--- src/rtl/el2_dec_gpr_wb_ctl.sv ---
// el2_dec_gpr_wb_ctl: merges ALU, buffered LSU and buffered DIV results onto the three GPR write ports and tracks pending non-blocking writes
// Ports: clk, rst_l (async active-low); alu_wb_* single-cycle result; lsu_wb_*/div_wb_* valid/ready result streams into DEPTH-entry FIFOs;
// nb_issue_* marks a destination with a non-blocking write outstanding; wen/waddr/wd0..2 drive the GPR file; gpr_busy is the registered scoreboard;
// scan_mode is only meaningful to flop macros and is not used by this logic.
module el2_dec_gpr_wb_fifo #(
  parameter int DEPTH = 4
) (
  input  logic        clk,
  input  logic        rst_l,
  input  logic        push,
  input  logic [4:0]  din_rd,
  input  logic [31:0] din_data,
  input  logic        pop,
  output logic        ready,
  output logic        head_valid,
  output logic [4:0]  head_rd,
  output logic [31:0] head_data
);
  localparam int AW = $clog2(DEPTH);
  localparam int CW = AW + 1;
  logic [AW-1:0] wptr_q, rptr_q;
  logic [CW-1:0] cnt_q, cnt_d;
  logic [4:0]    rd_q   [DEPTH];
  logic [31:0]   data_q [DEPTH];
  assign ready      = cnt_q != CW'(DEPTH);
  assign head_valid = cnt_q != '0;
  assign head_rd    = rd_q[rptr_q];
  assign head_data  = data_q[rptr_q];
  assign cnt_d      = cnt_q + CW'(push) - CW'(pop);
  always_ff @(posedge clk or negedge rst_l) begin
    if (!rst_l) begin
      wptr_q <= '0;
      rptr_q <= '0;
      cnt_q  <= '0;
    end else begin
      if (push) wptr_q <= wptr_q + 1'b1;
      if (pop) rptr_q <= rptr_q + 1'b1;
      cnt_q <= cnt_d;
    end
  end
  always_ff @(posedge clk) begin
    if (push) begin
      rd_q[wptr_q]   <= din_rd;
      data_q[wptr_q] <= din_data;
    end
  end
endmodule

module el2_dec_gpr_wb_ctl #(
  parameter int DEPTH = 4
) (
  input  logic        clk,
  input  logic        rst_l,
  input  logic        alu_wb_valid,
  input  logic [4:0]  alu_wb_rd,
  input  logic [31:0] alu_wb_data,
  input  logic        lsu_wb_valid,
  input  logic [4:0]  lsu_wb_rd,
  input  logic [31:0] lsu_wb_data,
  output logic        lsu_wb_ready,
  input  logic        div_wb_valid,
  input  logic [4:0]  div_wb_rd,
  input  logic [31:0] div_wb_data,
  output logic        div_wb_ready,
  input  logic        nb_issue_valid,
  input  logic [4:0]  nb_issue_rd,
  output logic        wen0,
  output logic [4:0]  waddr0,
  output logic [31:0] wd0,
  output logic        wen1,
  output logic [4:0]  waddr1,
  output logic [31:0] wd1,
  output logic        wen2,
  output logic [4:0]  waddr2,
  output logic [31:0] wd2,
  output logic [31:1] gpr_busy,
  input  logic        scan_mode
);
  logic        lh, dh, lsu_pop, div_pop;
  logic [4:0]  l_rd, d_rd;
  logic [31:0] l_data, d_data;
  logic [31:1] busy_q, busy_d;
  logic        unused_scan;
  assign unused_scan = scan_mode;
  el2_dec_gpr_wb_fifo #(.DEPTH(DEPTH)) u_lsu (
    .clk        (clk),
    .rst_l      (rst_l),
    .push       (lsu_wb_valid & lsu_wb_ready),
    .din_rd     (lsu_wb_rd),
    .din_data   (lsu_wb_data),
    .pop        (lsu_pop),
    .ready      (lsu_wb_ready),
    .head_valid (lh),
    .head_rd    (l_rd),
    .head_data  (l_data)
  );
  el2_dec_gpr_wb_fifo #(.DEPTH(DEPTH)) u_div (
    .clk        (clk),
    .rst_l      (rst_l),
    .push       (div_wb_valid & div_wb_ready),
    .din_rd     (div_wb_rd),
    .din_data   (div_wb_data),
    .pop        (div_pop),
    .ready      (div_wb_ready),
    .head_valid (dh),
    .head_rd    (d_rd),
    .head_data  (d_data)
  );
  // Fixed priority ALU > LSU > DIV; a head that loses a same-rd collision simply stays put.
  // A head with rd 0 still pops, it just never raises its write enable.
  always_comb begin
    wen0    = alu_wb_valid & (alu_wb_rd != 5'd0);
    waddr0  = wen0 ? alu_wb_rd : '0;
    wd0     = wen0 ? alu_wb_data : '0;
    lsu_pop = lh & ~(wen0 & (waddr0 == l_rd));
    wen1    = lsu_pop & (l_rd != 5'd0);
    waddr1  = wen1 ? l_rd : '0;
    wd1     = wen1 ? l_data : '0;
    div_pop = dh & ~(wen0 & (waddr0 == d_rd)) & ~(wen1 & (waddr1 == d_rd));
    wen2    = div_pop & (d_rd != 5'd0);
    waddr2  = wen2 ? d_rd : '0;
    wd2     = wen2 ? d_data : '0;
  end
  // A fresh issue to the same register outranks the completing write.
  always_comb begin
    busy_d = '0;
    for (int j = 1; j < 32; j++)
      busy_d[j] = (nb_issue_valid & (nb_issue_rd == 5'(j))) |
                  (busy_q[j] & ~((wen1 & (waddr1 == 5'(j))) | (wen2 & (waddr2 == 5'(j)))));
  end
  always_ff @(posedge clk or negedge rst_l) begin
    if (!rst_l) busy_q <= '0;
    else busy_q <= busy_d;
  end
  assign gpr_busy = busy_q;
endmodule

--- config.mk ---
export PLATFORM = sky130hd
export DESIGN_NAME = el2_dec_gpr_wb_ctl
export DESIGN_NICKNAME = d
export VERILOG_FILES = /design/src/rtl/el2_dec_gpr_wb_ctl.sv
export SDC_FILE = /design/constraint.sdc
export NUM_CORES = 1
export LEC_CHECK = 0
export CAP_MARGIN = 20
export CORE_MARGIN = 5
export CORE_UTILIZATION = 55
export DETAILED_ROUTE_END_ITERATION = 8
export DONT_BUFFER_PORTS = 1
export PLACE_DENSITY = 0.73
export SYNTH_ARGS = -nofsm -noshare
export SYNTH_HDL_FRONTEND = slang
export SYNTH_HIERARCHICAL = 1
export SYNTH_SLANG_ARGS = --single-unit
--- constraint.sdc ---
create_clock -name clk -period 8 [get_ports clk]
set_input_delay 0 -clock clk [delete_from_list [all_inputs] [get_ports clk]]
set_output_delay 0 -clock clk [all_outputs]
set_load 0.05 [all_outputs]
==> impl_metrics.ini <==
[run_status]
run_status = completed

[clock_network]
post_cts_resize_count = 0
cts.sink_count = 341
cts-root-to-sink-buffers = 3
cts_setup_buffers = 0
root_buffer = clkbuf_16
tritoncts = yes
insertion_delay_ns = 0.51
clkTransAtPathRegs_ns = 0.06
tritoncts_buffers = 35
htreeDepth = 2

[synth]
post_synth_instance_area_sq_um = 14840
synth.most_common_cell = edfxtp_1
yosys_warnings = 6
synthesis.instances = 870
synth_top_cell_area_share_pct = 59.89
post_synth_most_frequent_cells = 296 x edfxtp_1, 86 x and2_1, 74 x mux4_2
post-synth-top-area-cell = edfxtp_1
synth_ff_type = edfxtp_1
synth-seq-area-share_pct = 67.48
synth-edff-count = 296
most_area_consuming_cells_after_synthesis = edfxtp_1 60%, mux4_2 11%, dfrtp_1 7.6%
ys_seq_elements = 341
post_synth_num_cell_types = 56
post_synth.cell_area_avg_sq_um = 17.06
synth-async-reset-ratio_pct = 13.20
postSynthNetCount = 1007

[place]
placed_cells_incl_taps = 1166
port-buffer-count = 0
placer_congestion_estimate = 0.9303
dp.final_hpwl_mm = 21.04

[worst_setup_path]
worst_ep_required_time_ns = 8.38
critPathCaptureType = flop
crit_path_start_kind = flop
reg_to_reg_endpoint = u_div/cnt_q[2]
cp_data_arrival_time_ns = 5.60
worstPathCellList = buf_4 -> mux4_2 -> xnor2_1 -> nand3_1 -> nor4_4 -> buf_4 -> a211o_2 -> buf_4 -> inv_2 -> ha_1 -> inv_1 -> ha_1 -> inv_1 -> fa_1 -> xnor2_1 -> xnor2_1
reg2reg_depth = 16
regToRegStartpoint = u_div/rptr_q[0]
timing.critical_path.slowest_cell_delay_ns = 0.75
r2r_setup_slack_ns = 2.78
critPathSlowestCell = dfrtp_2
timing.critical_path.from = u_div/rptr_q[0]
criticalPathCategory = flop to flop
critPathMaxFanout = 35
crit_path_to = u_div/cnt_q[2]

[die]
start_util_pct = 55.53
core_sq_um = 26730
die_area_sq_um = 30370
top_level_ports = 270
die_y_um = 174.3
placementRows = 60
dieWidth_um = 174.3

[timing]
clock_skew_ns = 0.01255
totalNegativeSetupSlack_ns = 0
max_freq_mhz = 191.6
final-hold-violation-count = 0
timing.final.crit_period_ns = 5.220
grt_setup_unrepaired = false
fin_crit_sh_pct = 65.25
worst-slew-pin-transition_ns = 1.061
timing.slew.headroom_pct = 29.26
finalSetupViolations = 0
maxSlewViolCount = 0

[drt]
avgRoutedWirePerCell_um = 25.35
postRouteWirelength_mm = 33.44
drtAntennaViolNets = 0
detailedRoute.firstIterationViolations = 693
vias = 8093
drc_errors = 0
drtPass1Iterations = 5
vias_per_cell = 6.136

[global_route]
track_usage_pct = 21.54
grt_residual_overflow = 0
via_count_of_the_first_global_routing_pass = 8343
grt_pass1_wl_mm = 50.76
grt_max_degree = 46
number_of_antenna_violations_at_the_first_check_in_global_routing = 4

[layout]
layoutNonFillerInstCount = 1319
finalNetCount = 1088
final_layout_size_suffix_gt1_share_pct = 18.99
flow.area_growth_from_synthesis_pct = 14.70

[job]
maxCapViolCount = 0

[worst_hold_path]
hp-class = input pin to flop
==> timing repair <==
item	in CTS	in global routing
hold endpoints to repair	378	0
hold buffers	89	0
endpoints found under the setup margin	0	0
==> cell usage in the layout, fill, tap and decap left out, drive strengths merged, types with 17 or more instances in the layout <==
cell type,netlist,routed
nor3b,36,36
dfrtp,45,45
nor4b,17,17
nor2,29,29
and2,86,86
clkbuf,26,42
nand2,31,31
mux4,74,74
dlygate4sd3,0,88
edfxtp,296,296
inv,17,18
==> area by class of cell <==
cell class	count	area (sq um)
timing repair buffer	96	960.9
clock buffer	42	902.1
fill	1842	9702
sequential	341	10020
tap	341	426.7
multi-input combinational	460	4506
clock inverter	18	136.4
antenna	4	10.01
inverter	17	63.81
==> stage by stage <==
stage / setup slack (ns) / utilization [%] / area, sq um / hold slack [ns]
floorplan: 4.057 / - / 14840 / -0.2956
global route: 2.372 / 63.69 / 17020 / 0.04401
global placement: 2.752 / 56.38 / 15070 / -0.2945
finish: 2.780 / 63.70 / 17020 / 0.03329
detailed placement: 2.689 / 56.38 / 15070 / -0.2945
CTS: 2.655 / 63.66 / 17010 / 0.01296
==> how the worst min path moves through the flow <==
stage | endpoint | start | cells past startpoint | slack (ns)
floorplan | gpr_busy[10] | rst_l | 0 | -0.30
global placement | gpr_busy[14] | rst_l | 0 | -0.29
detailed placement | gpr_busy[15] | rst_l | 0 | -0.29
CTS | gpr_busy[14] | nb_issue_rd[0] | 3 | 0.01
global route | gpr_busy[14] | nb_issue_rd[0] | 3 | 0.04
finish | gpr_busy[14] | nb_issue_rd[0] | 3 | 0.03
==> per-layer routing <==
| metal | global-route usage, % | vias to the layer above | part of all wire (%) |
|---|---|---|---|
| met5 | 0 | - | 0.039 |
| met3 | 6.612 | 55 | 9.2 |
| met4 | 5.213 | 2 | 2.1 |
| li1 | - | 3582 | - |
| met2 | 36.42 | 381 | 50 |
| met1 | 27.56 | 4073 | 39 |
==> cell families (layout without fill, tap and decap cells) <==
| logic type | after synthesis | in the layout | synth area share (%) |
|---|---|---|---|
| flops | 341 | 341 | 67.48 |
| simple gates | 272 | 272 | 12.17 |
| compound gates | 76 | 76 | 4.013 |
| mux | 74 | 74 | 11.23 |
| buf+inv | 69 | 173 | 2.411 |
| xor+xnor | 24 | 24 | 1.416 |
| fa+ha+maj | 14 | 14 | 1.281 |
| other cells | 0 | 4 | 0 |
==> critical path: cells and delay by family, from the launching register on <==
kind            cells  cell delay, ns
compound gates      1            0.16
xor+xnor            3            0.44
fa+ha+maj           3            0.89
buf+inv             6            1.74
flops               1            0.75
mux                 1            0.70
simple gates        2            0.39
==> registers in the layout (all words and copies together) (netlist names) <==
signal        cells
gpr_busy         31
u_div/cnt_q       3
u_div/data_q    128
u_div/rd_q       20
u_div/rptr_q      2
u_div/wptr_q      2
u_lsu/cnt_q       3
u_lsu/data_q    128
u_lsu/rd_q       20
u_lsu/rptr_q      2
u_lsu/wptr_q      2
Power is not shown: default switching activity piles up to over one toggle a cycle in this logic, so the estimate is an artifact.
